### src/rtl/mmul_result_collector_if.sv
// Matrix handshake bundle between the result collector and its consumer.
// master drives data/valid, slave drives ready.
interface mmul_result_collector_if #(
  parameter int SLICE_W = 8
);
  logic [16*SLICE_W-1:0] m_data;
  logic                  m_valid;
  logic                  m_ready;

  modport master (
    output m_data,
    output m_valid,
    input  m_ready
  );

  modport slave (
    input  m_data,
    input  m_valid,
    output m_ready
  );
endinterface

### src/rtl/mmul_result_collector.sv
// Ping-pong collector: packs 4 Q16.16 elements into a 2x2 matrix.
// Optional partial-matrix timeout: define MMUL_COLLECTOR_TIMEOUT_EN.
module mmul_result_collector #(
  parameter int SLICE_W        = 8,
  parameter int TIMEOUT_CYCLES = 256
) (
  input  logic               clk,
  input  logic               rst,
  input  logic [SLICE_W-1:0] Resint_A,
  input  logic [SLICE_W-1:0] Resint_B,
  input  logic [SLICE_W-1:0] Resdec_A,
  input  logic [SLICE_W-1:0] Resdec_B,
  input  logic               out_rdy,
  mmul_result_collector_if.master m,
  output logic [1:0]         pending,
  output logic               ovf,
  input  logic               ovf_clr
`ifdef MMUL_COLLECTOR_TIMEOUT_EN
  ,
  output logic               tmo
`endif
);

  localparam int EW = 4*SLICE_W;

  typedef enum logic [1:0] {
    IDLE,
    COLLECT,
    STALL
  } state_t;

  state_t               state;
  logic [3:0][EW-1:0]   mem [2];
  logic [1:0]           full;
  logic                 wr_bank;
  logic                 rd_bank;
  logic [1:0]           wr_idx;

  logic [EW-1:0]        elem;
  logic                 pop;
  logic                 accept;
  logic                 drop;
  logic                 done;
  logic                 abort;
  logic [1:0]           full_n;
  logic                 rd_bank_n;
  logic [3:0][EW-1:0]   view_n;

  assign elem   = {Resint_A, Resint_B, Resdec_A, Resdec_B};
  assign pop    = m.m_valid & m.m_ready;
  assign accept = out_rdy & ~full[wr_bank];
  assign drop   = out_rdy & full[wr_bank];
  assign done   = accept & (wr_idx == 2'd3);

`ifdef MMUL_COLLECTOR_TIMEOUT_EN
  localparam int CW = $clog2(TIMEOUT_CYCLES + 1);
  logic [CW-1:0] cnt;

  assign abort = (state == COLLECT) & ~out_rdy &
                 (cnt == CW'(TIMEOUT_CYCLES - 1));
`else
  assign abort = 1'b0;
`endif

  // Outputs are registered from next-state, so m_data mirrors the bank
  // including an element landing in it on this same edge.
  always_comb begin
    full_n    = full;
    rd_bank_n = rd_bank ^ pop;
    if (pop)
      full_n[rd_bank] = 1'b0;
    if (done)
      full_n[wr_bank] = 1'b1;
    view_n = mem[rd_bank_n];
    if (accept && (wr_bank == rd_bank_n))
      view_n[~wr_idx] = elem;
  end

  always_ff @(posedge clk) begin
    if (rst) begin
      state     <= IDLE;
      mem       <= '{default: '0};
      full      <= '0;
      wr_bank   <= 1'b0;
      rd_bank   <= 1'b0;
      wr_idx    <= '0;
      m.m_valid <= 1'b0;
      m.m_data  <= '0;
      pending   <= '0;
      ovf       <= 1'b0;
`ifdef MMUL_COLLECTOR_TIMEOUT_EN
      cnt       <= '0;
      tmo       <= 1'b0;
`endif
    end else begin
      full      <= full_n;
      rd_bank   <= rd_bank_n;
      m.m_valid <= full_n[rd_bank_n];
      m.m_data  <= view_n;
      pending   <= {1'b0, full_n[0]} + {1'b0, full_n[1]};

      if (accept)
        mem[wr_bank][~wr_idx] <= elem;

      if (drop)
        ovf <= 1'b1;
      else if (ovf_clr)
        ovf <= 1'b0;

`ifdef MMUL_COLLECTOR_TIMEOUT_EN
      if (state != COLLECT || out_rdy || abort)
        cnt <= '0;
      else
        cnt <= cnt + 1'b1;

      if (abort)
        tmo <= 1'b1;
      else if (ovf_clr)
        tmo <= 1'b0;
`endif

      unique case (state)
        IDLE: begin
          if (accept) begin
            wr_idx <= 2'd1;
            state  <= COLLECT;
          end
        end
        COLLECT: begin
          if (abort) begin
            wr_idx <= '0;
            state  <= IDLE;
          end else if (accept) begin
            if (wr_idx == 2'd3) begin
              wr_idx  <= '0;
              wr_bank <= ~wr_bank;
              state   <= full[~wr_bank] ? STALL : IDLE;
            end else begin
              wr_idx <= wr_idx + 2'd1;
            end
          end
        end
        STALL: begin
          // Target bank freed by an earlier pop: usable on this edge.
          if (!full[wr_bank]) begin
            if (out_rdy) begin
              wr_idx <= 2'd1;
              state  <= COLLECT;
            end else begin
              state <= IDLE;
            end
          end
        end
        default: state <= IDLE;
      endcase
    end
  end

endmodule
### src/flat_wrapper.sv
// flat-port wrapper written by rule: the top's interface ports become plain ports
module mmul_result_collector_flat 
#(
  parameter int SLICE_W        = 8,
  parameter int TIMEOUT_CYCLES = 256
)
  (clk, rst, Resint_A, Resint_B, Resdec_A, Resdec_B, out_rdy, pending, ovf, ovf_clr, m_m_data, m_m_valid, m_m_ready);
  mmul_result_collector_if #(.SLICE_W(SLICE_W)) m_i ();
  input  logic clk;
  input  logic rst;
  input  logic [SLICE_W-1:0] Resint_A;
  input  logic [SLICE_W-1:0] Resint_B;
  input  logic [SLICE_W-1:0] Resdec_A;
  input  logic [SLICE_W-1:0] Resdec_B;
  input  logic out_rdy;
  output logic [1:0] pending;
  output logic ovf;
  input  logic ovf_clr;
  output wire logic [$bits(m_i.m_data)-1:0] m_m_data;
  output wire logic [$bits(m_i.m_valid)-1:0] m_m_valid;
  input wire logic [$bits(m_i.m_ready)-1:0] m_m_ready;
  assign m_m_data = m_i.m_data;
  assign m_m_valid = m_i.m_valid;
  assign m_i.m_ready = m_m_ready;
  mmul_result_collector #(.SLICE_W(SLICE_W), .TIMEOUT_CYCLES(TIMEOUT_CYCLES)) u_core (.clk(clk), .rst(rst), .Resint_A(Resint_A), .Resint_B(Resint_B), .Resdec_A(Resdec_A), .Resdec_B(Resdec_B), .out_rdy(out_rdy), .m(m_i), .pending(pending), .ovf(ovf), .ovf_clr(ovf_clr));
endmodule
### config.mk
export PLATFORM = sky130hd
export DESIGN_NAME = mmul_result_collector_flat
export DESIGN_NICKNAME = d
export VERILOG_FILES = /design/src/rtl/mmul_result_collector_if.sv /design/src/rtl/mmul_result_collector.sv /design/src/flat_wrapper.sv
export SDC_FILE = /design/constraint.sdc
export NUM_CORES = 1
export LEC_CHECK = 0
export CAP_MARGIN = 40
export CORE_MARGIN = 2
export CORE_UTILIZATION = 55
export CTS_BUF_LIST = sky130_fd_sc_hd__clkbuf_16
export DETAILED_ROUTE_END_ITERATION = 16
export PLACE_DENSITY = 0.88
export SYNTH_ARGS = -nofsm -noshare
export SYNTH_HDL_FRONTEND = slang
export SYNTH_SLANG_ARGS = --single-unit
### constraint.sdc
create_clock -name clk -period 2.2 [get_ports clk]
set_input_delay 0.44 -clock clk [delete_from_list [all_inputs] [get_ports clk]]
set_output_delay 0.44 -clock clk [all_outputs]
set_load 0.01 [all_outputs]
==> results.md, run 1 <==
* Largest family of logic cells by synthesized area: simple AND/OR/NAND/NOR gates
* Tightest Hold Check Type: primary input to register
* Final hold viol count at 0
* Worst voltage drop across the vdd grid at 573.1 µV
* Area of the core at 27930 µm²
* Layout Cells excl Fill at 2445
* Power Internal at 0.01178 W
* Area used by multi-input combinational logic at 6848 µm²
* Clock buffers created by TritonCTS at 40
* Compound-gate portion of the synthesized area at 20.26%
* Leakage power at 6.941 nW
* Clock transition time at the flip-flop clock pins of the worst setup and hold paths at 60 ps
* Leading cell type in the layout, fill and taps excluded: sky130_fd_sc_hd__nand2_1
* Clock network fraction of total power at 42.7%
* Worst Tran Pin Value at 771.3 ps
* Pin count of the biggest net entering global routing at 93
* Final-layout fill cell count at 1820
* Largest driver fanout on the critical path at 20
* Comb pwr share at 9.5%
* Global-route wire length before repair at 82440 µm
* Global-route track usage on met3 at 6.354%
* Setup repair after global routing missed its margin: true
* Final Skew at 17.47 ps
* Sequential share of power at 47.8%
* Half-perimeter wire length after placement at 32290 µm
* Source-to-sink clock delay at the later pin of the worst-skew pair at 540 ps
* Number of routed nets with antenna violations at 0
* Synth warn at 0
* H-tree depth reported by CTS at 2
* Effective utilization at floorplan at 56.16%
* Fraction of met1 tracks used by global routing at 41.20%
* Power density cells at 772.7 nW/µm²
* Antenna violations before repair at 0
* Worst path arrival time at 2580 ps
* Number of input and output port buffers inserted at 168
* Highest-utilization routing layer at the global route stage: met2
* Violation count after the first detailed-routing iteration at 2199
* Post-synth design cell area at 15690 µm²
* Count of final max-slew check failures at 0
* Count of final setup violators at 1
* Number of enable flip-flop cells after synthesis at 0
* Overall global routing resource usage at 33.99%
* Setup TNS at -1.999 ps
* Number of buffers added to fix hold violations after cts at 0
* Main synth FF type: sky130_fd_sc_hd__dfxtp_1
* Remaining max-slew budget at the tightest pin at 48.58%
* Peak clock frequency supported by timing at 454.1 MHz
* Count of inserted antenna diode cells at 0
* Net count after synthesis at 1901
* Number of unique standard cell types used by synthesis at 39
* Area added between synthesis and finish at 28.42%
* Synthesized area per cell at 8.439 µm²
* Final setup slack of the worst path at -1.999 ps
* Crit path capture type: register
* Setup Fix Bufs, Post-CTS at 0
* Violations in the final reports: negative setup slack
* Post-synthesis adder-cell area fraction at 0.3988%
* Number of global-route vias before repair at 15510
* Type of the setup path with the least slack: register to register
* Nets@finish at 2081
* Fraction of layout instances using a drive strength above 1 at 17.03%
* Via-per-instance ratio at 6.339
* Sink Count at 396
* Gate Count Post-Synth at 1859
* Met2 usage in global routing at 56.35%
* # IOs at 169
* Max-capacitance violation count at 0
* Shortest period the worst path allows at 2202 ps
* Maximum number of buffers from clock root to sink at 3
* Post-detailed-route DRC marker count at 0
* Grt total ovfl at 0
* Share of synthesized area occupied by flip-flops and latches at 50.53%
* Simple-gate portion of the synthesized area at 22.06%
* Die extent in y at 172.9 µm
* Full die area at 29890 µm²
* Total detailed-routing wirelength at 52870 µm
* Number of rows created at floorplan at 61
* Async set or reset register ratio after synthesis at 0%
* Iteration count of the initial detailed-routing pass at 6
* CTS root buf: sky130_fd_sc_hd__clkbuf_16
* GP Congestion at 0.8611
* Sequential standard cell area at 7929 µm²
* Crit path required time at 2570 ps
* Net switching power figure at 0.003786 W
* Clock tree from TritonCTS: done
* Post-DR wirelength/cell at 21.62 µm
* Commonest cells after routing, fill and taps aside: sky130_fd_sc_hd__nand2_1, sky130_fd_sc_hd__dfxtp_1, sky130_fd_sc_hd__a21oi_1, sky130_fd_sc_hd__nor3_1, sky130_fd_sc_hd__clkdlybuf4s50_1
* Placed Instances at 2375
* Parity-gate share of the synthesized area counting xor and xnor cells at 0.05583%
* Switching Fraction at 24.32%
* Total vias in the final route at 15500
* Startpoint types: register
* Outcome: complete, but fails checks
* Register bit count reported by yosys at 396
* Die span in x at 172.9 µm
* Number of cells traversed by the worst hold path at 2
* Count of cells along the worst register-to-register path at 7
* Share of cell area taken by muxes after synthesis at 0.1276%
* Share of the cycle needed by the critical path after routing at 100.1%
[per-stage QoR]
step	total power, W	hold WS [ps]	setup slack (ps)	utilization (%)	area, µm²
2_1_floorplan	0.008316	437.0	376.7	-	15690
3_3_place_gp	0.008967	441.9	-454.5	67.38	18820
3_5_place_dp	0.009009	447.4	-495.8	67.38	18820
4_1_cts	0.01551	415.5	10.16	71.92	20090
5_1_grt	0.01593	452.4	-42.51	72.13	20150
6_report	0.01557	413.1	-1.999	72.13	20150
[Yosys cell counts, drive strengths merged (4+ instances only)]
| library cell | count | area, µm² |
|---|---|---|
| inv | 37 | 138.9 |
| o21ai | 9 | 56.30 |
| nor2b | 4 | 25.02 |
| clkbuf | 121 | 454.2 |
| buf | 81 | 436.7 |
| dfxtp | 396 | 7928 |
| nor3 | 258 | 1291 |
| nand3 | 4 | 20.02 |
| a2111oi | 128 | 1748 |
| ha | 5 | 62.56 |
| nor2 | 6 | 30.03 |
| nand2 | 522 | 1959 |
| a21oi | 259 | 1296 |
| and4b | 4 | 40.04 |
| and2 | 4 | 25.02 |
[logic make-up after synthesis]
group / after synthesis
AO/OA/AOI/OAI: 405
XOR/XNOR: 1
adder cells (fa/ha/maj): 5
buffers and inverters: 239
flip-flops: 396
multiplexers: 2
AND/OR/NAND/NOR: 811
[worst max-delay path: stages, from the launching register on]
cell	delay [ps]
sky130_fd_sc_hd__dfxtp_1	390
sky130_fd_sc_hd__ha_1	320
sky130_fd_sc_hd__and4b_2	310
sky130_fd_sc_hd__buf_4	150
sky130_fd_sc_hd__buf_12	170
sky130_fd_sc_hd__buf_12	160
sky130_fd_sc_hd__nor3_1	60
sky130_fd_sc_hd__a2111oi_1	470
[flip-flops by register name (all words and copies together), names as in the netlist]
name	cells
u_core.ovf	1
u_core.rd_bank	1
u_core.state	2
u_core.m.m_valid	1
u_core.m.m_data	128
u_core.wr_bank	1
u_core.pending	2
u_core.wr_idx	2
u_core.mem	256
u_core.full	2
[routing by layer]
layer  vias to the layer above  share of wire, %
met2                      1217                47
li1                       6744                 -
met3                       301                11
met5                         -                 0
met1                      7236                35
met4                         0               6.0
[power groups by stage]
stage	clock network (W)	registers, W	logic (W)
after floorplan	0	0.00762	0.000697
after global placement	0	0.00759	0.00138
after detailed placement	0	0.00759	0.00142
after CTS	0.00663	0.00744	0.00144
after global routing	0.00693	0.00745	0.00155
final	0.00665	0.00744	0.00148
[path summary, 6_finish.rpt]
kind                     from                  to  slack [ps]
max          u_core.wr_idx[1]  u_core.m.m_data[5]          -2
min                       rst      u_core.mem[43]         410
max reg2reg  u_core.wr_idx[1]  u_core.m.m_data[5]          -2
min reg2reg   u_core.mem[197]     u_core.mem[197]         460
[layout make-up]
type	count	area share, %
clock inverters	28	1.062
inverters	37	0.6893
multi-input cells	1224	33.99
clock buffers	42	5.216
flip-flops and latches	396	39.35
well taps	378	2.347
repair buffers	340	17.34
[what timing repair did]
| item | CTS | global route |
|---|---|---|
| endpoints found under the setup margin | 2 | 12 |
| endpoints found under the hold margin | 0 | 0 |
| cloned | 0 | 0 |
| resized for setup | 2 | 12 |
Power figures use the tool's default switching activity.
==> inputs of run 2 (changes only) <==
- CORE_ASPECT_RATIO: unset -> 1.4
==> run 2 against run 1 <==
The flow now finishes without violations. First-iteration DRC count down 22%. Sequential share of layout area up 0.29 points. Non-clock buffer count up 6. Utilization down 1.3 points. Combinational power about the same. Cell count about the same. Maximum frequency up 0.99%. Critical path depth up 1. Flip-flop and latch count unchanged. Highest routed layer unchanged.
==> results.md, run 2 (synthesis gave the netlist of run 1 again) <==
* Clock network fraction of total power at 41.4%
* Total detailed-routing wirelength at 51750 µm
* Worst Hold Slack at 338.9 ps
* Grt total ovfl at 0
* FF-to-FF Start: u_core.wr_idx[0]
* Number of rows created at floorplan at 73
* Area added between synthesis and finish at 27.47%
* Global-route wire length before repair at 80270 µm
* Setup Fix Bufs, Post-CTS at 0
* Net switching power figure at 0.003663 W
* Type of the setup path with the least slack: primary input to register
* Area of the core at 28220 µm²
* Count of final max-slew check failures at 0
* Overall power consumption at 0.01520 W
* Source-to-sink clock delay at the later pin of the worst-skew pair at 530 ps
* Count of cells along the worst register-to-register path at 7
* Launch instance of the worst min-delay path: rst
* Clock tree from TritonCTS: done
* Final setup slack of the worst path at 19.66 ps
* Violation count after the first detailed-routing iteration at 1707
* CTS root buf: sky130_fd_sc_hd__clkbuf_16
* Commonest cells after routing, fill and taps aside: sky130_fd_sc_hd__nand2_1, sky130_fd_sc_hd__dfxtp_1, sky130_fd_sc_hd__a21oi_1, sky130_fd_sc_hd__nor3_1, sky130_fd_sc_hd__clkdlybuf4s50_1
* Final Skew at 15.85 ps
* Number of global-route vias before repair at 15240
* # IOs at 169
* Flop-to-flop setup slack at 40 ps
* Shortest period the worst path allows at 2180 ps
* Number of routed nets with antenna violations at 0
* Total vias in the final route at 15370
* Outcome: finished clean
* Worst Tran Pin Value at 904.2 ps
* Sequential share of power at 49.0%
* Tightest Hold Check Type: primary input to register
* Worst setup path startpoint: m_m_ready
* Post-detailed-route DRC marker count at 0
* Largest registers in the final layout: u_core.mem x256, u_core.m.m_data x128
* Overall global routing resource usage at 33.73%
* Worst voltage drop across the vdd grid at 737.3 µV
* Remaining max-slew budget at the tightest pin at 39.71%
* Full die area at 29910 µm²
* Iteration count of the initial detailed-routing pass at 6
* Clock buffers created by TritonCTS at 37
* Count of final setup violators at 0
* Area used by multi-input combinational logic at 6839 µm²
* Number of buffers added to fix hold violations after cts at 0
* Power density cells at 760.0 nW/µm²
* Sink Count at 396
* Count of inserted antenna diode cells at 0
* Via-per-instance ratio at 6.290
* Die extent in y at 203.8 µm
* Worst setup path endpoint: u_core.m.m_data[16]
* Switching Fraction at 24.10%
* Peak clock frequency supported by timing at 458.6 MHz
* Max-capacitance violation count at 0
* Crit path required time at 2580 ps
* Worst path arrival time at 2560 ps
* Post-DR wirelength/cell at 21.17 µm
* Pin count of the biggest net entering global routing at 75
* FF-to-FF End: u_core.m.m_data[58]
* Number of input and output port buffers inserted at 168
* Final-layout fill cell count at 1901
* Power Internal at 0.01154 W
* H-tree depth reported by CTS at 2
* Sequential standard cell area at 7929 µm²
* Maximum number of buffers from clock root to sink at 3
* Top register by number of flip-flops: u_core.mem
* Final core area utilization at 70.86%
* Effective utilization at floorplan at 55.59%
* Number of flip-flops in the largest register at 256
* GP Congestion at 0.9029
* Antenna violations before repair at 0
* Startpoint types: primary input
* Clock transition time at the flip-flop clock pins of the worst setup and hold paths at 60 ps
* Fraction of layout instances using a drive strength above 1 at 16.87%
* Comb pwr share at 9.6%
* Die span in x at 146.7 µm
* Final hold viol count at 0
* Half-perimeter wire length after placement at 32360 µm
* Setup repair after global routing missed its margin: false
* Leading cell type in the layout, fill and taps excluded: sky130_fd_sc_hd__nand2_1
* Nets@finish at 2085
* Share of the cycle needed by the critical path after routing at 99.11%
* Crit path capture type: register
* Setup WS pre-CTS at -512.0 ps
* Largest driver fanout on the critical path at 27
* Leakage power at 6.922 nW
==> run 2: worst min-delay path by stage <==
stage	cells past startpoint	to	slack (ps)
floorplan	2	u_core.mem[0]	440
global placement	2	u_core.mem[64]	440
detailed placement	2	u_core.mem[205]	450
CTS	2	u_core.wr_bank	340
global route	2	u_core.pending[1]	360
finish	2	u_core.wr_bank	340
==> run 2: area by class of cell <==
class | instances | share of cell area [%]
sequential | 396 | 39.65
inverter | 37 | 0.6944
tap | 375 | 2.346
clock buffer | 39 | 4.880
multi-input combinational | 1225 | 34.20
clock inverter | 26 | 0.9947
timing repair buffer | 346 | 17.24
==> run 2: critical path: stages <==
cell and delay, ps:
sky130_fd_sc_hd__clkdlybuf4s50_1 550, sky130_fd_sc_hd__and3b_1 220, sky130_fd_sc_hd__or2_4 210, sky130_fd_sc_hd__buf_4 220
sky130_fd_sc_hd__buf_12 210, sky130_fd_sc_hd__buf_4 200, sky130_fd_sc_hd__nor3_1 70, sky130_fd_sc_hd__a2111oi_2 440
==> run 2: routing by layer <==
metal / wire length (µm) / global-route usage (%)
met5: 0 / 0
met4: 4505 / 26.53
met3: 4890 / 5.759
met2: 25110 / 57.78
met1: 17240 / 36.99
==> run 2: timing repair <==
action                                  4_1_cts  5_1_grt
endpoints found under the setup margin        8       15
gates resized for setup                       3        7
gates cloned                                  1        0
==> run 2: power by group through the flow <==
stage                     combinational (W)  clock, W  sequential (W)
after floorplan                    0.000697         0         0.00762
after global placement              0.00137         0         0.00759
after detailed placement            0.00141         0         0.00760
after CTS                           0.00143   0.00629         0.00744
after global routing                0.00154   0.00661         0.00745
final                               0.00146   0.00630         0.00745
==> run 2: metrics by stage <==
step                      setup TNS, ps  std cells  instance area (µm²)
after floorplan                       0       1859                15690
after global placement           -34620       2378                18780
after detailed placement         -37020       2378                18780
after CTS                             0       2444                19970
after global routing                  0       2444                20000
final                                 0       2444                20000
==> inputs of run 3 (changes only) <==
- CTS_CLUSTER_DIAMETER: unset -> 50
==> run 3 against run 2 <==
The flow now finishes with violations (negative setup slack). Power up 0.53%. Flip-flop and latch count unchanged. Combinational power about the same. Highest routed layer unchanged.
==> results.md, run 3 (synthesis gave the netlist of run 1 again) <==
* CTS root buf: sky130_fd_sc_hd__clkbuf_16
* Die extent in y at 203.8 µm
* Clock tree from TritonCTS: done
* Launch instance of the worst min-delay path: rst
* Number of global-route vias before repair at 15370
* Antenna violations before repair at 0
* Share of the cycle needed by the critical path after routing at 100.3%
* Worst voltage drop across the vdd grid at 710.5 µV
* Outcome: complete, but fails checks
* Startpoint types: register
* Setup WS pre-CTS at -512.0 ps
* Post-detailed-placement cell area at 18780 µm²
* Net switching power figure at 0.003712 W
* Clock buffers created by TritonCTS at 38
* Clock network fraction of total power at 41.8%
* Max-capacitance violation count at 0
* Full die area at 29910 µm²
* CP delay by family, top: compound AO/OA/AOI/OAI gates
* Worst Hold Path EP: u_core.wr_idx[1]
* Leading cell type in the layout, fill and taps excluded: sky130_fd_sc_hd__nand2_1
* Final-layout fill cell count at 1889
* Worst Tran Pin Value at 789.7 ps
* Source-to-sink clock delay at the later pin of the worst-skew pair at 530 ps
* Number of cells traversed by the worst hold path at 2
* Ordered cell list for the critical path: inv_1, ha_1, and4b_2, o21ai_2, o21ai_2, a2111oi_2
* Iteration count of the initial detailed-routing pass at 7
* Via-per-instance ratio at 6.269
* Post-detailed-route DRC marker count at 0
* Total vias in the final route at 15350
* Largest registers in the final layout: u_core.mem x256, u_core.m.m_data x128
* GP Congestion at 0.9029
* Final setup slack of the worst path at -5.588 ps
* Crit path required time at 2580 ps
* Tightest Hold Check Type: primary input to register
* Library cell appearing most often on the critical path: sky130_fd_sc_hd__o21ai_2
* Pin count of the biggest net entering global routing at 75
* Count of cells along the worst register-to-register path at 6
* Switching Fraction at 24.29%
* Nets@finish at 2087
* Number of flip-flops in the largest register at 256
* Worst Hold Slack at 332.3 ps
* Grt total ovfl at 0
* Violations in the final reports: negative setup slack
* Layout Cell Area excl Fill at 20040 µm²
* Biggest cell delay along the critical path at 570 ps
* Setup repair after global routing missed its margin: true
* Sink Count at 396
* Flop-to-flop setup slack at -6 ps
* Violation count after the first detailed-routing iteration at 1670
* Comb pwr share at 9.5%
* Count of final setup violators at 1
* Number of rows created at floorplan at 73
* Half-perimeter wire length after placement at 32360 µm
* Fraction of layout instances using a drive strength above 1 at 17.12%
* Commonest cells after routing, fill and taps aside: sky130_fd_sc_hd__nand2_1, sky130_fd_sc_hd__dfxtp_1, sky130_fd_sc_hd__a21oi_1, sky130_fd_sc_hd__nor3_1, sky130_fd_sc_hd__clkdlybuf4s50_1
* FF-to-FF End: u_core.m.m_data[33]
* Count of inserted antenna diode cells at 0
* Global-route wire length before repair at 80080 µm
* Maximum number of buffers from clock root to sink at 3
* Setup Fix Bufs, Post-CTS at 0
* Leakage power at 6.930 nW
* Worst path arrival time at 2590 ps
* Clock transition time at the flip-flop clock pins of the worst setup and hold paths at 60 ps
* Peak clock frequency supported by timing at 453.4 MHz
* Area used by multi-input combinational logic at 6845 µm²
* Number of input and output port buffers inserted at 168
* Die span in x at 146.7 µm
* Area added between synthesis and finish at 27.72%
* Crit path capture type: register
* Final Skew at 13.08 ps
* Power density cells at 762.5 nW/µm²
* Number of buffers added to fix hold violations after cts at 0
* # IOs at 169
* Total detailed-routing wirelength at 51580 µm
* Area of the core at 28220 µm²
* Slowest-stage cell, CP: sky130_fd_sc_hd__a2111oi_2
* Type of the setup path with the least slack: register to register
* Largest driver fanout on the critical path at 10
* Number of routed nets with antenna violations at 0
* Overall global routing resource usage at 33.59%
* H-tree depth reported by CTS at 2
* Sequential share of power at 48.7%
* Sequential standard cell area at 7929 µm²
* Power Internal at 0.01157 W
* FF-to-FF Start: u_core.wr_idx[0]
* Top register by number of flip-flops: u_core.mem
* Buffer and inverter count on the worst path at 1
* Effective utilization at floorplan at 55.59%
* Count of final max-slew check failures at 0
* Final hold viol count at 0
* Shortest period the worst path allows at 2206 ps
* Remaining max-slew budget at the tightest pin at 47.35%
* Post-DR wirelength/cell at 21.07 µm
==> run 3: power groups by stage <==
stage | clock [W] | combinational (W) | sequential, W
floorplan | 0 | 0.000697 | 0.00762
global placement | 0 | 0.00137 | 0.00759
global route | 0.00668 | 0.00154 | 0.00745
CTS | 0.00637 | 0.00143 | 0.00744
finish | 0.00638 | 0.00145 | 0.00745
detailed placement | 0 | 0.00141 | 0.00760
==> run 3: worst max-delay path by stage <==
| stage | start | to | slack (ps) | cells past startpoint |
|---|---|---|---|---|
| after floorplan | m_m_ready | u_core.m.m_data[100] | 380 | 8 |
| after global placement | m_m_ready | u_core.m.m_data[54] | -440 | 6 |
| after detailed placement | m_m_ready | u_core.m.m_data[16] | -510 | 8 |
| after CTS | u_core.wr_idx[0] | u_core.m.m_data[58] | 10 | 7 |
| after global routing | u_core.wr_idx[0] | u_core.m.m_data[52] | -6 | 6 |
| final | u_core.wr_idx[0] | u_core.m.m_data[33] | -6 | 6 |
==> run 3: layout make-up <==
type	instances	area share, %
multi-input cells	1226	34.16
flip-flops and latches	396	39.57
well taps	375	2.342
repair buffers	346	17.25
clock inverters	29	1.118
clock buffers	39	4.870
inverters	37	0.6931
==> run 3: through the flow <==
| step | util [%] | instances | setup TNS, ps | power, W |
|---|---|---|---|---|
| after floorplan | - | 1859 | 0 | 0.008316 |
| after global placement | 66.53 | 2378 | -34620 | 0.008965 |
| after detailed placement | 66.53 | 2378 | -37020 | 0.009010 |
| after CTS | 70.85 | 2447 | 0 | 0.01524 |
| after global routing | 71.00 | 2448 | -6.500 | 0.01567 |
| final | 71.00 | 2448 | -5.588 | 0.01528 |
==> run 3: what timing repair did <==
item,CTS,global route
gates cloned,1,1
gates resized for setup,3,7
setup endpoints to repair,6,37
pin swaps,0,1
==> run 3: layer usage <==
metal  share of wire, %  wire (µm)  up-vias  global-route usage, %
li1                   -          -     6770                      -
met1                 33      17140     7198                  36.80
met2                 49      25140     1058                  56.87
met3                9.6       4940      321                  6.161
met4                8.4       4357        0                  27.25
met5                  0          0        -                      0
==> run 3: worst register-to-register path, delay by kind of cell (launching register included) <==
family                   cells  cell delay [ps]
adder cells (fa/ha/maj)      1              270
AO/OA/AOI/OAI                3             1060
flip-flops                   1              380
AND/OR/NAND/NOR              1              260
buffers and inverters        1               90
